<file path="config.mk">
export PLATFORM = sky130hd
export DESIGN_NAME = riscv_lsu_ctrl
export DESIGN_NICKNAME = d
export VERILOG_FILES = /design/src/rtl/riscv_lsu_ctrl.sv
export SDC_FILE = /design/constraint.sdc
export NUM_CORES = 1
export LEC_CHECK = 0
export ABC_AREA = 1
export CAP_MARGIN = 20
export CORE_AREA = 2 2 183 185
export CTS_CLUSTER_DIAMETER = 200
export DETAILED_ROUTE_END_ITERATION = 12
export DIE_AREA = 0 0 185 187
export PLACE_DENSITY = 0.69
export SLEW_MARGIN = 20
export SYNTH_ARGS = -nofsm -noshare
export SYNTH_HDL_FRONTEND = slang
export SYNTH_SLANG_ARGS = --single-unit
</file>
<file path="constraint.sdc">
create_clock -name i_riscv_lsu_clk -period 8 [get_ports i_riscv_lsu_clk]
set_clock_uncertainty 0.15 [all_clocks]
set_input_delay 1.2 -clock i_riscv_lsu_clk [delete_from_list [all_inputs] [get_ports i_riscv_lsu_clk]]
set_output_delay 1.2 -clock i_riscv_lsu_clk [all_outputs]
set_load 0.005 [all_outputs]
</file>
<file path="src/rtl/riscv_lsu_ctrl.sv">
// Load/store unit control: one memory access at a time, with alignment/legality
// checks, a request/response handshake and an abort timer.
module riscv_lsu_ctrl #(
  parameter int unsigned TIMEOUT_CYC = 255
) (
  input  logic        i_riscv_lsu_clk,
  input  logic        i_riscv_lsu_rst,
  input  logic        i_riscv_lsu_req,
  input  logic        i_riscv_lsu_we,
  input  logic [2:0]  i_riscv_lsu_sel,
  input  logic [63:0] i_riscv_lsu_addr,
  input  logic [63:0] i_riscv_lsu_wdata,
  output logic        o_riscv_lsu_stall,
  output logic        o_riscv_lsu_done,
  output logic [1:0]  o_riscv_lsu_exc,
  output logic        o_riscv_lsu_mem_valid,
  input  logic        i_riscv_lsu_mem_ready,
  output logic        o_riscv_lsu_mem_we,
  output logic [63:0] o_riscv_lsu_mem_addr,
  output logic [63:0] o_riscv_lsu_mem_wdata,
  output logic [7:0]  o_riscv_lsu_mem_strb,
  input  logic        i_riscv_lsu_mem_rvalid,
  input  logic [63:0] i_riscv_lsu_mem_rdata,
  output logic        o_riscv_lsu_ld_valid,
  output logic [63:0] o_riscv_lsu_ld_data,
  output logic [63:0] o_riscv_lsu_ld_addr,
  output logic [2:0]  o_riscv_lsu_ld_sel
);

  localparam logic [7:0] LAST_CNT     = 8'(TIMEOUT_CYC - 1);
  localparam logic [1:0] EXC_NONE     = 2'b00;
  localparam logic [1:0] EXC_MISALIGN = 2'b01;
  localparam logic [1:0] EXC_TIMEOUT  = 2'b10;
  localparam logic [1:0] EXC_ILLEGAL  = 2'b11;

  typedef enum logic [1:0] {IDLE, REQ, WAIT, DONE} state_t;

  state_t     state;
  logic [7:0] cnt;
  logic       illegal;
  logic       misaligned;

  function automatic logic [7:0] byte_strb(input logic [1:0] size, input logic [2:0] bofs);
    logic [7:0] s;
    case (size)
      2'b00:   s = 8'h01 << bofs;
      2'b01:   s = 8'h03 << bofs;
      2'b10:   s = 8'h0F << bofs;
      default: s = 8'hFF;
    endcase
    return s;
  endfunction

  // LDU (111) does not exist on RV64; stores have no zero-extend variant.
  assign illegal = (i_riscv_lsu_sel == 3'b111) | (i_riscv_lsu_we & i_riscv_lsu_sel[2]);

  always_comb begin
    case (i_riscv_lsu_sel[1:0])
      2'b01:   misaligned = i_riscv_lsu_addr[0];
      2'b10:   misaligned = |i_riscv_lsu_addr[1:0];
      2'b11:   misaligned = |i_riscv_lsu_addr[2:0];
      default: misaligned = 1'b0;
    endcase
  end

  assign o_riscv_lsu_stall = ((state == IDLE) & i_riscv_lsu_req) | (state == REQ) | (state == WAIT);

  always_ff @(posedge i_riscv_lsu_clk or posedge i_riscv_lsu_rst) begin
    if (i_riscv_lsu_rst) begin
      state                 <= IDLE;
      cnt                   <= '0;
      o_riscv_lsu_done      <= 1'b0;
      o_riscv_lsu_exc       <= EXC_NONE;
      o_riscv_lsu_mem_valid <= 1'b0;
      o_riscv_lsu_mem_we    <= 1'b0;
      o_riscv_lsu_mem_addr  <= '0;
      o_riscv_lsu_mem_wdata <= '0;
      o_riscv_lsu_mem_strb  <= '0;
      o_riscv_lsu_ld_valid  <= 1'b0;
      o_riscv_lsu_ld_data   <= '0;
      o_riscv_lsu_ld_addr   <= '0;
      o_riscv_lsu_ld_sel    <= '0;
    end else begin
      case (state)
        IDLE: begin
          if (i_riscv_lsu_req) begin
            if (illegal) begin
              state            <= DONE;
              o_riscv_lsu_done <= 1'b1;
              o_riscv_lsu_exc  <= EXC_ILLEGAL;
            end else if (misaligned) begin
              state            <= DONE;
              o_riscv_lsu_done <= 1'b1;
              o_riscv_lsu_exc  <= EXC_MISALIGN;
            end else begin
              state                 <= REQ;
              cnt                   <= '0;
              o_riscv_lsu_exc       <= EXC_NONE;
              o_riscv_lsu_mem_valid <= 1'b1;
              o_riscv_lsu_mem_we    <= i_riscv_lsu_we;
              o_riscv_lsu_mem_addr  <= {i_riscv_lsu_addr[63:3], 3'b000};
              o_riscv_lsu_mem_strb  <= byte_strb(i_riscv_lsu_sel[1:0], i_riscv_lsu_addr[2:0]);
              o_riscv_lsu_mem_wdata <= i_riscv_lsu_wdata << {i_riscv_lsu_addr[2:0], 3'b000};
              o_riscv_lsu_ld_addr   <= i_riscv_lsu_addr;
              o_riscv_lsu_ld_sel    <= i_riscv_lsu_sel;
            end
          end
        end
        // A handshake on the expiry cycle still completes normally.
        REQ: begin
          if (i_riscv_lsu_mem_ready) begin
            o_riscv_lsu_mem_valid <= 1'b0;
            cnt                   <= cnt + 8'd1;
            if (o_riscv_lsu_mem_we) begin
              state            <= DONE;
              o_riscv_lsu_done <= 1'b1;
            end else begin
              state <= WAIT;
            end
          end else if (cnt == LAST_CNT) begin
            state                 <= DONE;
            o_riscv_lsu_mem_valid <= 1'b0;
            o_riscv_lsu_done      <= 1'b1;
            o_riscv_lsu_exc       <= EXC_TIMEOUT;
          end else begin
            cnt <= cnt + 8'd1;
          end
        end
        WAIT: begin
          if (i_riscv_lsu_mem_rvalid) begin
            state                <= DONE;
            o_riscv_lsu_ld_data  <= i_riscv_lsu_mem_rdata;
            o_riscv_lsu_ld_valid <= 1'b1;
            o_riscv_lsu_done     <= 1'b1;
          end else if (cnt == LAST_CNT) begin
            state            <= DONE;
            o_riscv_lsu_done <= 1'b1;
            o_riscv_lsu_exc  <= EXC_TIMEOUT;
          end else begin
            cnt <= cnt + 8'd1;
          end
        end
        DONE: begin
          state                <= IDLE;
          o_riscv_lsu_done     <= 1'b0;
          o_riscv_lsu_ld_valid <= 1'b0;
        end
        default: state <= IDLE;
      endcase
    end
  end

endmodule

</file>
==> impl_metrics.json <==
{
  "synth-seq-cells": 219,
  "max_freq_mhz": 232,
  "drive_gt1_share_pct": 4.73,
  "drtPass1Iterations": 5,
  "clock_sinks": 219,
  "hold_class": "flop to flop",
  "grt_first_pass_wirelength_um": 59100,
  "async_reset_ff_share_pct": 100,
  "min_period_ns": 4.31,
  "fin_ws_ns": 3.69,
  "synth_top_area_cell": "dfrtp_1",
  "syn-cell-area_mm2": 0.0110,
  "worstSetupStartpoint": "i_riscv_lsu_addr[2]",
  "worstPathMaxFanout": 111,
  "nets": 2053,
  "cpMaxStageDelayCell": "buf_4",
  "routed_via_density": 4.72,
  "tightest_slew_ns": 1.06,
  "synth_area_leaders": "dfrtp_1 (50%), nand2_1 (25%), buf_4 (5.1%)",
  "final_core_util_pct": 50.2,
  "seq_area_mm2": 0.00548,
  "layout_common_cells": "nand2_1 (743), clkdlybuf4s50_1 (470), dfrtp_1 (219)",
  "arrival_ns": 4.58,
  "grt-ovfl-total": 0,
  "drcViolationCount": 0,
  "cap_violations": 0,
  "cts_setup_buffers": 0,
  "yosys.area.top_type_share_pct": 49.8,
  "cts_buffer_depth": 3,
  "maxSlewHeadroom_pct": 29.4,
  "final_min_period_over_clock_period_pct": 53.8,
  "first_global_vias": 10400,
  "cpPeakStageDelay_ns": 0.72,
  "diodes": 0,
  "hold_slack_ns": 0.317,
  "die_y_um": 187,
  "yosysUniqueCellTypes": 30,
  "area_growth_pct": 50.0,
  "ctsHoldBuffers": 0,
  "path_cells": "clkdlybuf4s50_1 > buf_4 > inv_2 > nand2_1 > nand2_1 > nand2_1 > nand2_2 > nand4_4 > buf_4 > o21ai_0",
  "gp_congestion": 0.867,
  "r2r-start": "state[0]",
  "crit_type": "input pin to flop",
  "hp-start": "o_riscv_lsu_mem_wdata[57]",
  "p_leak_uw": 0.00790,
  "wl_um": 39000,
  "timing.critical_path.buf_inv": 4,
  "htree_num_levels": 1,
  "clock_tree.root_cell": "clkbuf_16",
  "multi_input_area_mm2": 0.00447,
  "worstPathRequired_ns": 8.27,
  "synthCells": 1468,
  "finalHoldViolations": 0,
  "syn_area_per_cell_um2": 7.49,
  "synth_seq_area_share_pct": 49.8,
  "grt_max_degree": 112,
  "setup_tns_ns": 0,
  "slew_violations": 0,
  "critPathTopFamily": "buffers and inverters",
  "initial_core_util_pct": 33.5,
  "drt_iter0_drc": 689,
  "die_w_um": 185,
  "clk_pin_slew_ns": 0.06,
  "cellPowerDensity_mw_per_mm2": 346,
  "wl_per_cell_um": 16.9,
  "drtAntennaViolNets": 0,
  "crit_path_end_kind": "flop",
  "grtUsageTotal_pct": 21.7,
  "cts_tree": "done",
  "synth_flop_cell": "dfrtp_1",
  "ioPinCount": 475,
  "rsz0062_at_grt": "no",
  "clk_latency_ns": 0.54,
  "cp-start-kind": "input pin",
  "cts_buffers": 26,
  "status": "completed",
  "place_ws_ns": 3.15,
  "setup_viol": 0,
  "die_area_mm2": 0.0346,
  "antenna_found_initial": 0,
  "std_cell_rows": 67,
  "postLayoutCellArea_mm2": 0.0165,
  "cp_common_cell": "nand2_1",
  "cts_resized": 0,
  "synth_edf_count": 0,
  "portBuffers": 471,
  "dp_hpwl_um": 28100,
  "place_area_mm2": 0.0155,
  "ir_drop_mv": 0.160,
  "ys_warn_count": 0,
  "final_common_cell": "nand2_1",
  "core-area_mm2": 0.0329,
  "num_vias": 10900,
  "nFillCells": 3175
}
worst register-to-register path, stage by stage (launching register included):
cell and delay (ns):
dfrtp_1 0.39, inv_1 0.11, ha_1 0.27, nand2_2 0.07, buf_4 0.53, inv_2 0.45, buf_4 0.40, nor2_1 0.14
o21ai_0 0.08, o21ai_0 0.18, inv_1 0.06, nand3_1 0.06, nand2_1 0.05
area by class of cell:
| class | instances | share of cell area (%) |
|---|---|---|
| repair buffers | 482 | 29.1 |
| clock inverters | 15 | 1.36 |
| inverters | 58 | 1.37 |
| well taps | 448 | 3.40 |
| flip-flops and latches | 219 | 33.2 |
| multi-input cells | 1053 | 27.1 |
| clock buffers | 32 | 4.45 |
path summary, 6_finish.rpt:
check / slack [ns] / cells after the start / endpoint
max: 3.69 / 10 / o_riscv_lsu_mem_wdata[25]
min: 0.32 / 2 / o_riscv_lsu_mem_wdata[57]
max reg2reg: 4.95 / 12 / o_riscv_lsu_done
min reg2reg: 0.32 / 2 / o_riscv_lsu_mem_wdata[57]
max in group asynchronous: 5.47 / 3 / o_riscv_lsu_ld_addr[9]
min in group asynchronous: 0.97 / 2 / o_riscv_lsu_ld_data[10]
power breakdown:
part           internal [uW]  leakage [uW]  switching, uW
registers               1600       0.00278            367
logic                   1400       0.00465           1040
clock network            812      0.000470            492
total                   3810       0.00790           1900
registers in the layout, summed over array words and instances, names as in the netlist, 2 cells and up:
| signal | cells |
|---|---|
| o_riscv_lsu_ld_data | 64 |
| o_riscv_lsu_mem_strb | 8 |
| o_riscv_lsu_exc | 2 |
| cnt | 8 |
| o_riscv_lsu_ld_addr | 64 |
| state | 2 |
| o_riscv_lsu_ld_sel | 3 |
| o_riscv_lsu_mem_wdata | 64 |
routing by layer:
layer  global-route usage [%]  part of all wire (%)  vias to the layer above
met4                     6.35                   2.8                        0
met1                     27.5                    40                     5113
met3                     4.23                   7.8                       57
li1                         -                     -                     5263
met2                     37.3                    49                      449
met5                        0                     0                        -
synth_stat cells (3+ instances only):
master    count
nor2_1       47
nand3_1      71
o21ai_1      17
buf_4        75
o211ai_1     16
or2_2        18
nor3_1        6
buf_1         4
clkinv_1      3
nand2_1     744
clkbuf_1     36
dfrtp_1     219
o21ai_0      93
a21oi_1      15
ha_1         12
buf_2        23
inv_1        53
through the flow:
stage	instances	power, uW
floorplan	1470	2910
global placement	2260	4380
detailed placement	2260	4420
CTS	2307	5770
global route	2307	6070
finish	2307	5700
cells by family after synthesis:
family | share of synthesized area [%]
other | 0.0341
buffers and inverters | 9.66
adders and majority gates | 1.37
and+or+nand+nor | 32.1
DFF | 49.8
AOI/OAI and AO/OA | 6.96
(Power assumes the default switching activity.)
